--- config.mk ---
export PLATFORM = sky130hd
export DESIGN_NAME = invsqrt_stream_ctrl
export DESIGN_NICKNAME = d
export VERILOG_FILES = /design/src/rtl/invsqrt_pkg.sv /design/src/rtl/invsqrt_result_fifo.sv /design/src/rtl/invsqrt_stream_ctrl.sv
export SDC_FILE = /design/constraint.sdc
export NUM_CORES = 1
export LEC_CHECK = 0
export BUFFER_PORTS_ARGS = -buffer_cell sky130_fd_sc_hd__buf_4
export CAP_MARGIN = 0
export CORE_UTILIZATION = 49
export DETAILED_ROUTE_END_ITERATION = 8
export PLACE_DENSITY = 0.69
export SLEW_MARGIN = 10
export SYNTH_ARGS = -nofsm -noshare
export SYNTH_HDL_FRONTEND = slang
export SYNTH_SLANG_ARGS = --single-unit
export TNS_END_PERCENT = 1
--- constraint.sdc ---
create_clock -name clk -period 7.9 [get_ports clk]
set_input_delay 1.58 -clock clk [delete_from_list [all_inputs] [get_ports clk]]
set_output_delay 1.58 -clock clk [all_outputs]
set_load 0.05 [all_outputs]
--- src/rtl/invsqrt_pkg.sv ---
// invsqrt_pkg: shared float format and controller state types for the inverse-sqrt stream block
package invsqrt_pkg;
  localparam int FP_W  = 31;
  localparam int EXP_W = 8;
  localparam int MAN_W = 23;
  typedef logic [FP_W-1:0] float31_t;
  typedef enum logic {FLUSH, RUN} state_e;
endpackage

--- src/rtl/invsqrt_result_fifo.sv ---
// invsqrt_result_fifo: in-order result buffer with wrap-bit pointers; head reads as zero when empty
module invsqrt_result_fifo
  import invsqrt_pkg::*;
#(
  parameter int DEPTH = 8
) (
  input  logic                     clk,
  input  logic                     rst_n,
  input  logic                     push,
  input  logic                     pop,
  input  float31_t                 din,
  output float31_t                 dout,
  output logic                     full,
  output logic                     empty,
  output logic [$clog2(DEPTH):0]   count
);
  localparam int AW = $clog2(DEPTH);
  float31_t    mem_q [DEPTH];
  logic [AW:0] wr_q, wr_d, rd_q, rd_d;
  always_comb begin
    wr_d = wr_q + (AW+1)'(push);
    rd_d = rd_q + (AW+1)'(pop);
  end
  always_ff @(posedge clk or negedge rst_n) begin
    if (!rst_n) begin
      wr_q <= '0;
      rd_q <= '0;
    end else begin
      wr_q <= wr_d;
      rd_q <= rd_d;
    end
  end
  always_ff @(posedge clk) begin
    if (push) mem_q[wr_q[AW-1:0]] <= din;
  end
  assign empty = wr_q == rd_q;
  assign full  = (wr_q ^ rd_q) == {1'b1, {AW{1'b0}}};
  assign count = wr_q - rd_q;
  assign dout  = empty ? '0 : mem_q[rd_q[AW-1:0]];
endmodule

--- src/rtl/invsqrt_stream_ctrl.sv ---
// invsqrt_stream_ctrl: credit-gated valid/ready wrapper around a no-backpressure inverse-sqrt pipeline
module invsqrt_stream_ctrl
  import invsqrt_pkg::*;
#(
  parameter int DEPTH    = 8,
  parameter int PIPE_LAT = 5
) (
  input  logic     clk,
  input  logic     rst_n,
  input  logic     s_valid,
  output logic     s_ready,
  input  float31_t s_data,
  output logic     p_valid,
  output float31_t p_data,
  input  float31_t p_result,
  input  logic     p_ready,
  output logic     m_valid,
  input  logic     m_ready,
  output float31_t m_data,
  output logic     err
);
  localparam int CW = $clog2(DEPTH+1);
  localparam int AW = $clog2(DEPTH);
  localparam int LW = $clog2(PIPE_LAT+1);
  state_e      state_q, state_d;
  logic [LW-1:0] cnt_q, cnt_d;
  logic [CW-1:0] credit_q, credit_d;
  logic        p_valid_q, p_valid_d, err_q, err_d;
  float31_t    p_data_q, p_data_d;
  logic        run, hs, pop, push, wr_ok, full, empty;
  logic [AW:0] count;
  assign s_ready = run && (credit_q < CW'(DEPTH));
  assign p_valid = p_valid_q;
  assign p_data  = p_data_q;
  assign err     = err_q;
  assign m_valid = !empty;
  // A result is only accepted if some issued operand has not yet landed in the FIFO
  always_comb begin
    run       = state_q == RUN;
    hs        = s_valid && s_ready;
    pop       = m_valid && m_ready;
    wr_ok     = (!full || pop) && (CW'(count) != credit_q);
    push      = run && p_ready && wr_ok;
    err_d     = err_q || (run && p_ready && !wr_ok);
    cnt_d     = run ? cnt_q : cnt_q - LW'(1);
    state_d   = (run || cnt_d == '0) ? RUN : FLUSH;
    credit_d  = credit_q + CW'(hs) - CW'(pop);
    p_valid_d = hs;
    p_data_d  = hs ? s_data : p_data_q;
  end
  always_ff @(posedge clk or negedge rst_n) begin
    if (!rst_n) begin
      state_q   <= FLUSH;
      cnt_q     <= LW'(PIPE_LAT);
      credit_q  <= '0;
      p_valid_q <= 1'b0;
      p_data_q  <= '0;
      err_q     <= 1'b0;
    end else begin
      state_q   <= state_d;
      cnt_q     <= cnt_d;
      credit_q  <= credit_d;
      p_valid_q <= p_valid_d;
      p_data_q  <= p_data_d;
      err_q     <= err_d;
    end
  end
  invsqrt_result_fifo #(.DEPTH(DEPTH)) u_fifo (
    .clk   (clk),
    .rst_n (rst_n),
    .push  (push),
    .pop   (pop),
    .din   (p_result),
    .dout  (m_data),
    .full  (full),
    .empty (empty),
    .count (count)
  );
endmodule

==> impl_results.md <==
- DRC: 0
- Row count: 55
- Yosys warns: 0
- Root buffer cell: clkbuf_16
- DP HPWL: 13,600 um
- # clock sinks: 297
- DRT iter0 DRCs: 519
- DR WL/cell: 20.8 um
- Synth Area in XOR/XNOR: under 10%
- Layout Nets: ~890
- Synth Area in Compound Gates: 1.72%
- Via density: 5.45
- Worst skew pair latency: between 0.5 and 0.6 ns
- Top Ports: 133
- PwrDens: between 400 and 500 mW/mm2
- CTS tree: built
- Mux cell area share after synthesis: between 10% and 20%
- Crit-path max FO: 43
- CP arrival: about 3.1 ns
- Initial antenna violation count: 0
- DRT Wirelength: 23,700 um
- Worst Path Required: 6.32 ns
- RSZ-0062 raised after global routing: no
- Synthesized Nets: 739
- Core area: 0.0229 mm2
- # port buffers: ~130
- Status: finished clean
- Synth Area in Adders: around 1.6%
- Post-route setup TNS: 0 ns
- Largest net degree at the start of global routing: 66
- Synthesized area per cell: roughly 18 um2
- Total number of vias: a little over 6,000
- Clock Skews: 0.00874 ns
- Overall power: 6.44 mW
- Most frequent cells in the layout: edfxtp_1, nand2_1, buf_4, mux4_2, dfrtp_1
- Num CTS Buffers: 29
- Synth Area in Simple Gates: 6.74%
- Max cap viols: 0
- Clock Tree Buf Depth: 3
- Final WS setup: 3.24 ns
- Die outline height: 156 um
- Layout cell share with drive strength beyond 1: 32.9%
- Peak supply drop: 0.000350 V
- Hold_buf cts: 0
- Slew headroom: 24.0%
- First-pass GRT wire length: 37,000 um
- Worst Setup End Kind: primary output
- Worst-path clk slew: 0.06 ns
- Startpoint Class: flop
- Total global-route track usage: between 20% and 30%
- Hold WC Path Type: flop to flop
- Slew Viols, Final: 0
- Largest family of logic cells by synthesized area: multiplexers
- Final hold viol count: 0
- Total iterations of the first detailed-routing run: 4
- Seq cells post-synth: roughly 300
- Mapped Area: 0.0116 mm2
- Leakage power: 5.19 nW
- Synthesized instance count: roughly 660
- Starting Density: 50.7%
- Synth cell types: 35
- Post-route antenna net violation count: 0
- Placed Instances: ~1,100
- Final Setup Violations: 0
- Number of global-route vias before repair: 6,633
- Postcts setup bufs: 0
- Max Clk Rate: around 0.21 GHz
- Final Cycle Share: between 50% and 60%
- Pre-CTS setup slack: 3.70 ns
- Post-Layout Cell Count: approximately 1,100
- Setup CP Type: flop to primary output
- Die ar.: 0.0243 mm2
- Placer congestion estimate: 0.749
- # H-tree levels: 1
- N_diodes: 0
- Commonest non-fill, non-tap cell in the layout: edfxtp_1
- Die W: 156 um
- Total gr overflow: 0
- Min Hold Slack: 0.474 ns
- Sequential cell area fraction in the yosys report: about three quarters
- Period minus WS final: 4.66 ns
- Area Overhead vs Synth: 20.2%
- PostCTS Resize Cnt: 0
- Worst Max-Slew Pin Slew: 1.13 ns
[metal layers]
layer	GRT usage [%]	wire (um)	up-vias
li1	-	-	2776
met1	28.0	10000	3209
met2	33.9	11900	197
met3	3.81	1390	34
met4	4.44	406	0
met5	0	0	-
[logic make-up after synthesis]
| logic type | after synthesis |
|---|---|
| AOI/OAI and AO/OA | 38 |
| adders and majority gates | 14 |
| buffers and inverters | 44 |
| DFF | 297 |
| muxes | 63 |
| xor gates and xnor gates | 16 |
| and+or+nand+nor | 186 |
[cell type report]
type                    count  area [um2]
inverters                  12        45.0
fillers                  1734        8950
clock buffers              37         786
repair buffers            150        1130
flip-flops and latches    297        8680
well taps                 313         392
clock inverters            15         145
multi-input cells         317        2790
[critical path, stage by stage, from the launching register on]
cell	delay [ns]
dfrtp_4	0.71
buf_4	0.77
mux4_2	0.61
nand2_1	0.09
a21oi_1	0.10
buf_4	0.25
[registers in the layout, indices dropped and copies added, names as in the netlist]
signal / flops
credit_q: 4
p_data: 31
err: 1
run: 1
u_fifo.rd_q: 4
p_valid: 1
cnt_q: 3
u_fifo.mem_q: 248
u_fifo.wr_q: 4
[where the power goes]
group / internal (mW) / leakage [nW] / switching (mW) / total (mW)
clock: 0.794 / 0.458 / 0.552 / 1.35
sequential: 2.07 / 2.84 / 0.163 / 2.23
combinational: 0.971 / 1.89 / 1.89 / 2.86
[worst paths after layout]
path / from / slack (ns) / depth (start not counted) / to
worst max-delay path: u_fifo.rd_q[0] / 3.24 / 5 / m_data[6]
min in group asynchronous: rst_n / 1.05 / 1 / p_data[12]
max in group asynchronous: rst_n / 6.36 / 1 / u_fifo.rd_q[0]
worst min register to register: p_data[10] / 0.47 / 2 / p_data[10]
worst max register to register: u_fifo.rd_q[1] / 3.96 / 7 / u_fifo.mem_q[1][0]
worst min-delay path: p_data[10] / 0.47 / 2 / p_data[10]
[cells in the mapped netlist, drive strengths merged]
library cell  number  share of area, %
ha                12               1.3
or3                1             0.054
inv               12              0.39
a21o               1             0.065
dfrtp             47                10
mux4              62                12
and2               1             0.054
nor2               1             0.032
o21ai              1             0.043
nor4b              1              0.13
nand2            159               5.1
nor3               5              0.30
and4               1             0.075
xor2               6              0.45
nor4               6              0.32
buf               24               1.1
o21bai             1             0.065
a21oi             33               1.4
xnor2             10              0.88
dfstp              2              0.45
nor3b              1              0.16
nor2b              3              0.16
o31ai              1             0.065
mux2i              1             0.086
o21a               1             0.065
fa                 2              0.34
nand3              6              0.26
edfxtp           248                64
clkbuf             8              0.26
nand2b             1             0.054
[through the flow]
step | instance area, um2 | utilization, %
floorplan | 11600 | -
global placement | 13000 | 56.9
detailed placement | 13000 | 56.9
CTS | 14000 | 60.9
global route | 14000 | 60.9
finish | 14000 | 60.9
Power figures use the tool's default switching activity.
